==> src/rtl/nrzi_pkg.sv <==
// Shared types and constants for the toggle-encoded frame receiver.
package nrzi_pkg;

    typedef enum logic {
        HUNT    = 1'b0,
        PAYLOAD = 1'b1
    } rx_state_t;

    localparam logic [7:0] SYNC_WORD_DEFAULT = 8'h7E;
    localparam int         BYTE_W            = 8;

    // Byte counter width; a one-byte frame still needs a 1-bit counter.
    function automatic int byte_cnt_w(input int frame_bytes);
        return (frame_bytes <= 1) ? 1 : $clog2(frame_bytes);
    endfunction

endpackage

==> src/rtl/nrzi_frame_rx_toggle_decoder.sv <==
// Inverse of the T-stage line encoder: a line change decodes as 1, a hold as 0.
module nrzi_toggle_decoder (
    input  logic clk,
    input  logic rst_n,
    input  logic bit_en,
    input  logic line_in,
    output logic d,
    output logic d_valid
);

    logic line_q_reg;

    always_ff @(posedge clk or negedge rst_n) begin
        if (!rst_n) begin
            line_q_reg <= 1'b0;
        end else if (bit_en) begin
            line_q_reg <= line_in;
        end
    end

    assign d       = line_in ^ line_q_reg;
    assign d_valid = bit_en;

endmodule

==> src/rtl/nrzi_frame_rx.sv <==
// Toggle-decoded serial receiver: hunts for a sync byte, then deserializes a
// fixed-length frame into bytes presented on a valid/ready output register.
module nrzi_frame_rx
    import nrzi_pkg::*;
#(
    parameter logic [7:0] SYNC_WORD   = SYNC_WORD_DEFAULT,
    parameter int         FRAME_BYTES = 4
) (
    input  logic              clk,
    input  logic              rst_n,
    input  logic              bit_en,
    input  logic              line_in,
    input  logic              resync,
    output logic [BYTE_W-1:0] out_data,
    output logic              out_valid,
    input  logic              out_ready,
    output logic              in_sync,
    output logic              frame_end,
    output logic              overrun
);

    localparam int               CW        = byte_cnt_w(FRAME_BYTES);
    localparam logic [CW-1:0]    LAST_BYTE = CW'(FRAME_BYTES - 1);

    logic d;
    logic d_valid;

    nrzi_toggle_decoder u_decoder (
        .clk     (clk),
        .rst_n   (rst_n),
        .bit_en  (bit_en),
        .line_in (line_in),
        .d       (d),
        .d_valid (d_valid)
    );

    rx_state_t         state_reg;
    logic [BYTE_W-1:0] hunt_sr_reg;
    logic [BYTE_W-1:0] data_sr_reg;
    logic [2:0]        bit_cnt_reg;
    logic [CW-1:0]     byte_cnt_reg;

    logic [BYTE_W-1:0] hunt_sr_next;
    logic [BYTE_W-1:0] data_sr_next;
    logic              byte_done;
    logic              out_free;

    always_comb begin
        hunt_sr_next = {d, hunt_sr_reg[BYTE_W-1:1]};
        data_sr_next = {d, data_sr_reg[BYTE_W-1:1]};
        byte_done    = d_valid && (state_reg == PAYLOAD) && (bit_cnt_reg == 3'd7);
        // The output slot is free if empty or being drained on this same edge.
        out_free     = !out_valid || out_ready;
    end

    always_ff @(posedge clk or negedge rst_n) begin
        if (!rst_n) begin
            state_reg    <= HUNT;
            hunt_sr_reg  <= '0;
            data_sr_reg  <= '0;
            bit_cnt_reg  <= '0;
            byte_cnt_reg <= '0;
            out_data     <= '0;
            out_valid    <= 1'b0;
            in_sync      <= 1'b0;
            frame_end    <= 1'b0;
            overrun      <= 1'b0;
        end else begin
            frame_end <= 1'b0;
            overrun   <= 1'b0;

            if (out_valid && out_ready) begin
                out_valid <= 1'b0;
            end

            if (resync) begin
                // Abort framing only; a byte already in the output stays deliverable.
                state_reg    <= HUNT;
                in_sync      <= 1'b0;
                hunt_sr_reg  <= '0;
                data_sr_reg  <= '0;
                bit_cnt_reg  <= '0;
                byte_cnt_reg <= '0;
            end else if (d_valid) begin
                case (state_reg)
                    HUNT: begin
                        if (hunt_sr_next == SYNC_WORD) begin
                            state_reg    <= PAYLOAD;
                            in_sync      <= 1'b1;
                            hunt_sr_reg  <= '0;
                            bit_cnt_reg  <= '0;
                            byte_cnt_reg <= '0;
                        end else begin
                            hunt_sr_reg <= hunt_sr_next;
                        end
                    end
                    PAYLOAD: begin
                        data_sr_reg <= data_sr_next;
                        if (byte_done) begin
                            bit_cnt_reg <= '0;
                            if (out_free) begin
                                out_data  <= data_sr_next;
                                out_valid <= 1'b1;
                            end else begin
                                overrun <= 1'b1;
                            end
                            if (byte_cnt_reg == LAST_BYTE) begin
                                frame_end    <= 1'b1;
                                state_reg    <= HUNT;
                                in_sync      <= 1'b0;
                                hunt_sr_reg  <= '0;
                                byte_cnt_reg <= '0;
                            end else begin
                                byte_cnt_reg <= byte_cnt_reg + CW'(1);
                            end
                        end else begin
                            bit_cnt_reg <= bit_cnt_reg + 3'd1;
                        end
                    end
                    default: begin
                        state_reg <= HUNT;
                        in_sync   <= 1'b0;
                    end
                endcase
            end
        end
    end

endmodule

==> config.mk <==
export PLATFORM = sky130hd
export DESIGN_NAME = nrzi_frame_rx
export DESIGN_NICKNAME = d
export VERILOG_FILES = /design/src/rtl/nrzi_pkg.sv /design/src/rtl/nrzi_frame_rx_toggle_decoder.sv /design/src/rtl/nrzi_frame_rx.sv
export SDC_FILE = /design/constraint.sdc
export NUM_CORES = 1
export LEC_CHECK = 0
export ABC_AREA = 1
export BUFFER_PORTS_ARGS = -buffer_cell sky130_fd_sc_hd__buf_2
export CORE_UTILIZATION = 60
export CTS_CLUSTER_DIAMETER = 150
export DETAILED_ROUTE_END_ITERATION = 10
export PLACE_DENSITY = 0.83
export SLEW_MARGIN = 0
export SYNTH_ARGS = -nofsm -noshare
export SYNTH_HDL_FRONTEND = slang
export SYNTH_HIERARCHICAL = 1
export SYNTH_SLANG_ARGS = --single-unit
==> constraint.sdc <==
create_clock -name clk -period 2.2 [get_ports clk]
set_input_delay 0.11 -clock clk [delete_from_list [all_inputs] [get_ports clk]]
set_output_delay 0.11 -clock clk [all_outputs]
set_load 0.02 [all_outputs]
==> results of run 1 <==
## worst register-to-register path: stages (launching register included)
cell     delay, ns
dfrtp_1       0.41
nand2_1       0.07
nand2_1       0.12
inv_1         0.11
nand2_1       0.06
nor2_1        0.13
nand2_1       0.19
nand2_1       0.20
nand2_1       0.10
nand2_1       0.09
nand2_1       0.06
## cells by family after synthesis
group | synth area share [%]
AO/OA/AOI/OAI | 9.02
adder cells (fa/ha/maj) | 2.48
buffers and inverters | 7.12
flip-flops | 54.6
AND/OR/NAND/NOR | 26.7
## cell type report
cell class | count | area (um^2)
multi-input combinational | 111 | 578
tap | 28 | 35.0
inverter | 23 | 88.8
timing repair buffer | 18 | 95.1
clock buffer | 7 | 55.1
sequential | 33 | 826
fill | 164 | 619
## cell usage in the layout (no fill, tap or decap)
cell type       n
inv_4           1
inv_1          20
a21oi_2         1
o21ai_0         2
ha_1            3
nand2_2         3
clkbuf_8        1
nor2_2          2
inv_2           2
nand2_1        49
dfrtp_1        33
nor2_1         12
nand4_1         8
o21ai_2         8
buf_2          17
o22ai_1         6
clkbuf_1        1
a21oi_1         2
nand2_4         1
nor2_4          2
nand3_1        12
clkbuf_4        5
dlygate4sd3_1   1
## where the power goes
part           internal [uW]  switching, uW
combinational           15.8           46.2
sequential               615           6.63
clock                    151            196
total                    781            249
## per-stage QoR
stage          total power (uW)  worst slack [ns]  utilization (%)
6_report                   1030             0.566             73.0
3_3_place_gp                691             0.706             70.2
3_5_place_dp                694             0.634             70.2
2_1_floorplan               667             0.855                -
5_1_grt                    1070             0.412             73.0
4_1_cts                    1040             0.619             73.0
## timing repair
action | CTS | global route
endpoints found under the hold margin | 33 | 0
hold buffers | 1 | 0
endpoints found under the setup margin | 0 | 0
resized for setup | 0 | 0
## routing by layer
metal | share of wire (%) | vias up | track usage [%]
met3 | 5.6 | 7 | 7.54
met1 | 45 | 566 | 32.8
met5 | 0 | - | 0
met2 | 47 | 52 | 41.2
li1 | - | 594 | -
met4 | 2.2 | 0 | 16.7
## final timing paths
path	from	endpoint	slack, ns	cells after the start
worst min register to register	out_data[4]$_DFFE_PN0P_	out_data[4]$_DFFE_PN0P_	0.49	2
min in group asynchronous	rst_n	data_sr_reg[5]$_DFFE_PN0P_	0.36	2
max in group asynchronous	rst_n	hunt_sr_reg[6]$_DFFE_PN0P_	1.38	2
worst max register to register	u_decoder/line_q_reg$_DFFE_PN0P_	byte_cnt_reg[1]$_DFFE_PN0P_	0.57	10
worst max-delay path	u_decoder/line_q_reg$_DFFE_PN0P_	byte_cnt_reg[1]$_DFFE_PN0P_	0.57	10
worst min-delay path	line_in	u_decoder/line_q_reg$_DFFE_PN0P_	0.01	3
==> impl_results.md, run 1 <==
* WL per Instance at ~14 um
* Worst-path clk slew at roughly 0.09 ns
* Ys flop type: dfrtp_1
* Slowest cell on crit path: dfrtp_1
* Rows at 17
* ANT cells at 0
* Tot GR Track Use at a little over a quarter
* P&R area growth vs syn at 11.0%
* CP Class: register to register
* Via/cell ratio at ~5.5
* Slew Limit Headroom at a little over half
* Synth cell types at 20
* Maximum VDD drop at around 0.43 mV
* CP dominant cell by count: nand2_1
* Synth Area per Inst at between 8 and 9 um^2
* TritonCTS clock tree: done
* Final hold slack at about 0.013 ns
* Max FFs per register at 8
* Clock Path Buffers at 2
* Fraction of layout cells with a size suffix above 1 at roughly 22%
* Final setup viols at 0
* Setup Buffers After CTS at 0
* Most instantiated library cell after synthesis: nand2_1
* Outcome: completed
* Post-DP HPWL at slightly above 2 mm
* Max frequency at ~600 MHz
* Pins Over Slew Limit at 0
* Leak Pwr at ~0.00088 uW
* Design area at ~1700 um^2
* Routed Antenna Nets at 0
* Final Hold Vio Count at 0
* HP Class: input port to register
* Syn nets at approximately 180
* Largest area contributor in the netlist: dfrtp_1
* Yosys reg bits at 33
* Core area at 2300 um^2
* Starting Density at between 60 and 70%
* Largest net degree at the start of global routing at 34
* First-pass GRT wire length at approximately 5 mm
* TritonRoute pass-1 iters at 4
* Post-synthesis cell count at 169
* RSZ-0062 raised after global routing: no
* Largest cells by area after synthesis: dfrtp_1 55%, nand2_1 12%, inv_1 5.0%
* Vias in the first global route at between 1,000 and 1,500
* GRT overflow at 0
* Die width at ~52 um
* Startpoint class of the critical path: register
* Post-synth design cell area at 1510 um^2
* Synth async-reset ratio at 100%
* Num Clock Sinks at 33
* DR iter-0 viols at 26
* Kind of cell adding the most delay to the critical path: simple AND/OR/NAND/NOR gates
* Min cycle time layout at between 1.5 and 2 ns
* Setup TNS at 0 ns
* Critical path cell sequence: nand2_1, nand2_1, inv_1, nand2_1, nor2_1, nand2_1, nand2_1, nand2_1, nand2_1, nand2_1
* Synthesis Warnings at 6
* Placer Congestion at between 0.8 and 0.9
* Post-Layout Cell Count at 220
* Worst-Margin Slew at 0.713 ns
* Clk root buf: clkbuf_4
* Antenna violations before repair at 0
* TritonCTS Buffers at 5
* Worst skew pair latency at ~0.34 ns
* Slowest stage delay, CP at approximately 0.41 ns
* Part of the Yosys area used for sequential elements at between 50% and 60%
* Worst Clk Skew at between 0.01 and 0.015 ns
* Critical Path AT at about 1.9 ns
* Ports at 18
* Period utilization at roughly three quarters
* Total number of vias at between 1,000 and 1,500
* Detailed Route WL at a little over 3 mm
* Crit end category: register
* Pwr/cell area at just over 600 nW/um^2
* Placed Area at between 1500 and 2000 um^2
* Die Y at 52.2 um
* Commonest cells in the netlist: 49 x nand2_1, 33 x dfrtp_1, 20 x inv_1, 12 x nand3_1, 12 x nor2_1
* MaxCap Viol Count at 0
* WP data required at around 2.4 ns
* DRC at 0
* Post-Place Cells at 212
* Number of synthesized flops with an enable pin at 0
* I/O Buffers at 17
* Critical path fanouts, max at 7
* H-tree depth at 2
* Nets at between 200 and 250
* Die ar. at about 2700 um^2
* Share of the synthesized area in the top cell type at between 50% and 60%
* CP bufs+invs at 1
Note: power is estimated with default switching activity, not from simulation.
==> inputs of run 2 (changes only) <==
CORE_UTILIZATION = 51   (was 60)
PLACE_DENSITY = 0.75   (was 0.83)
clock period = 1.4 ns   (was 2.2 ns; I/O delays follow)
==> run 2 against run 1 <==
  * The run now ends with setup timing left
  * Count of clock-buffer cells in the layout fell by 1
  * Combinational power rose by 97%
  * Global-route usage fell by 5.2 points
  * Non-clock buffer count rose by 8
  * Sequential cell count did not move
  * Hold slack improved by 0.053 ns
  * Setup slack got worse by 0.59 ns
  * Critical path type unchanged
  * Largest cell class unchanged
  * Highest routed layer unchanged
==> impl_results.md, run 2 (synthesis results as in run 1) <==
* Outcome: complete, but fails checks (was completed)
* Failing checks: setup timing
* Internal power at 1200 uW (was 781 uW)
* DR iter-0 viols at 38 (was 26)
* Most frequent cells in the layout: 43 x nand2_1, 32 x dfrtp_1, 19 x inv_1 (was 49 x nand2_1, 33 x dfrtp_1, 20 x inv_1)
* Rows at 19 (was 17)
* DRC at 0 (unchanged)
* Ports at 18 (unchanged)
* Pins Over Slew Limit at 0 (unchanged)
* Antenna violations before repair at 0 (unchanged)
* Period utilization at 102% (was 74.3%)
* Startpoint class of the critical path: register (unchanged)
* Nets at 210 (was 201)
* Pwr/cell area at 871 nW/um^2 (was 614 nW/um^2)
* Crit end category: register (unchanged)
* Setup crit end: out_data[4]$_DFFE_PN0P_ (was byte_cnt_reg[1]$_DFFE_PN0P_)
* Sequential fraction of design power at 61.0% (was 60.3%)
* WL per Instance at 12.8 um (was 13.7 um)
* Fraction of layout cells with a size suffix above 1 at 32.7% (was 22.4%)
* ANT cells at 0 (unchanged)
* Worst-path clk slew at 0.10 ns (was 0.09 ns)
* First-pass GRT wire length at 5.13 mm (was 5.02 mm)
* Wl on met1 at 1.37 mm (was 1.36 mm)
* Clk pwr share at 31.3% (was 33.7%)
* I/O Buffers at 17 (unchanged)
* Die ar. at 3190 um^2 (was 2720 um^2)
* Comb pwr share at 7.7% (was 6.0%)
* Worst skew pair latency at 0.33 ns (was 0.34 ns)
* Die Y at 56.4 um (was 52.2 um)
* R2r endpoint: out_data[4]$_DFFE_PN0P_ (was byte_cnt_reg[1]$_DFFE_PN0P_)
* H-tree depth at 2 (unchanged)
* Starting Density at 54.3% (was 65.8%)
* Vias in the first global route at 1,189 (was 1,147)
* Net Switching at 402 uW (was 249 uW)
* Total number of vias at 1,217 (was 1,219)
* Commonest non-fill, non-tap cell in the layout: nand2_1 (unchanged)
* Metal3 WL at 136 um (was 170 um)
* Worst Clk Skew at 0.00643 ns (was 0.0110 ns)
* Num Clock Sinks at 33 (unchanged)
* TritonCTS clock tree: done (unchanged)
* Clk root buf: clkbuf_4 (unchanged)
* Setup TNS at -0.0854 ns (was 0 ns)
* Die width at 56.4 um (was 52.2 um)
* TritonRoute pass-1 iters at 4 (unchanged)
* Leak Pwr at 0.000936 uW (was 0.000885 uW)
* Worst-Margin Slew at 0.702 ns (was 0.713 ns)
* P&R area growth vs syn at 21.4% (was 11.0%)
* Worst r2r path cells at 6 (was 10)
* Critical path fanouts, max at 8 (was 7)
* Clock Path Buffers at 2 (unchanged)
* Max FFs per register at 8 (unchanged)
* Critical Path Start: bit_cnt_reg[1]$_DFFE_PN0P_ (was u_decoder/line_q_reg$_DFFE_PN0P_)
* FF-to-FF setup slack at -0.02 ns (was 0.57 ns)
* Total Power at 1600 uW (was 1030 uW)
* TritonCTS Buffers at 5 (unchanged)
* Final hold slack at 0.0662 ns (was 0.0135 ns)
* Max frequency at 702 MHz (was 612 MHz)
* Final setup viols at 6 (was 0)
* GRT overflow at 0 (unchanged)
* Placer Congestion at 0.840 (was 0.865)
* Largest net degree at the start of global routing at 34 (unchanged)
* Via/cell ratio at 5.22 (was 5.54)
* Slew Limit Headroom at 53.2% (was 52.5%)
* Core area at 2780 um^2 (was 2300 um^2)
* R2r startpoint: bit_cnt_reg[1]$_DFFE_PN0P_ (was u_decoder/line_q_reg$_DFFE_PN0P_)
* Final WS setup at -0.0243 ns (was 0.566 ns)
* RSZ-0062 raised after global routing: yes (was no)
* Critical Path AT at 1.70 ns (was 1.86 ns)
* Routed length on met2 at 1.42 mm (about the same)
* CP Class: register to register (unchanged)
* MaxCap Viol Count at 0 (unchanged)
* Net Sw Frac at 25.1% (was 24.2%)
* Detailed Route WL at 2.99 mm (was 3.02 mm)
* Worst Hold Depth at 3 (unchanged)
* Final Hold Vio Count at 0 (unchanged)
* Post-DP HPWL at 2.07 mm (was 2.03 mm)
* Highest routed metal layer: met4 (unchanged)
* Routed Antenna Nets at 0 (unchanged)
* WP data required at 1.67 ns (was 2.42 ns)
* Tot GR Track Use at 21.4% (was 26.6%)
* Maximum VDD drop at 0.858 mV (was 0.433 mV)
* HP Class: input port to register (unchanged)
* Min cycle time layout at 1.42 ns (was 1.63 ns)
[run 2: cell types whose count changed in the layout (fill, tap and decap cells not counted), moves of 2 or more]
cell      delta
clkinv_2     +2
a21oi_1      -2
nand2_2      +4
ha_1         -2
nand2_4      +2
buf_4        +6
nand2_1      -6
[run 2: repair_timing]
item / 4_1_cts / 5_1_grt
hold buffers: 2 / 0
gates resized for setup: 1 / 20
gates cloned: 0 / 1
pin swaps: 1 / 7
endpoints found under the setup margin: 12 / 20
setup buffers: 0 / 2
endpoints found under the hold margin: 34 / 0
[run 2: area by class of cell]
type                            instances  area (um^2)
Clock buffer                            6         41.3
Fill cell                             224          946
Tap cell                               31         38.8
Timing Repair Buffer                   26          161
Clock inverter                          2         10.0
Multi-Input combinational cell        112          668
Sequential cell                        33          827
Inverter                               23         88.8
[run 2: how the worst min path moves through the flow]
stage                 from  slack, ns                          endpoint
CTS                 bit_en       0.02  u_decoder/line_q_reg$_DFFE_PN0P_
global placement     rst_n       0.15           out_data[3]$_DFFE_PN0P_
global route        bit_en       0.08  u_decoder/line_q_reg$_DFFE_PN0P_
floorplan            rst_n      -0.23        bit_cnt_reg[0]$_DFFE_PN0P_
detailed placement   rst_n       0.16           out_data[3]$_DFFE_PN0P_
finish              bit_en       0.07  u_decoder/line_q_reg$_DFFE_PN0P_
[run 2: worst max-delay path, stage by stage (launching register included)]
cell and delay [ns]:
dfrtp_1 0.38, ha_2 0.20, ha_4 0.16, nand2_4 0.07, nor2_4 0.25, nand2_4 0.15
o21ai_2 0.16
[run 2: power by group through the flow]
| stage | clock network, uW | registers, uW | logic, uW |
|---|---|---|---|
| floorplan | 0 | 992 | 55.4 |
| global placement | 0 | 993 | 102 |
| detailed placement | 0 | 994 | 106 |
| CTS | 521 | 976 | 111 |
| global route | 556 | 978 | 140 |
| finish | 501 | 976 | 122 |
[run 2: per-layer routing]
layer,global-route usage (%),up-vias
met5,0,-
met4,11.1,0
met3,7.60,6
met2,33.3,32
met1,26.1,563
li1,-,616
[run 2: metrics by stage]
stage                     cells  area [um^2]  setup WS (ns)  util (%)
after floorplan             169         1510         0.0550         -
after global placement      220         1650         0.0350      59.5
after global routing        233         1840        -0.0750      66.0
after detailed placement    220         1650        -0.0127      59.5
final                       233         1840        -0.0243      66.0
after CTS                   230         1730        -0.0184      62.3
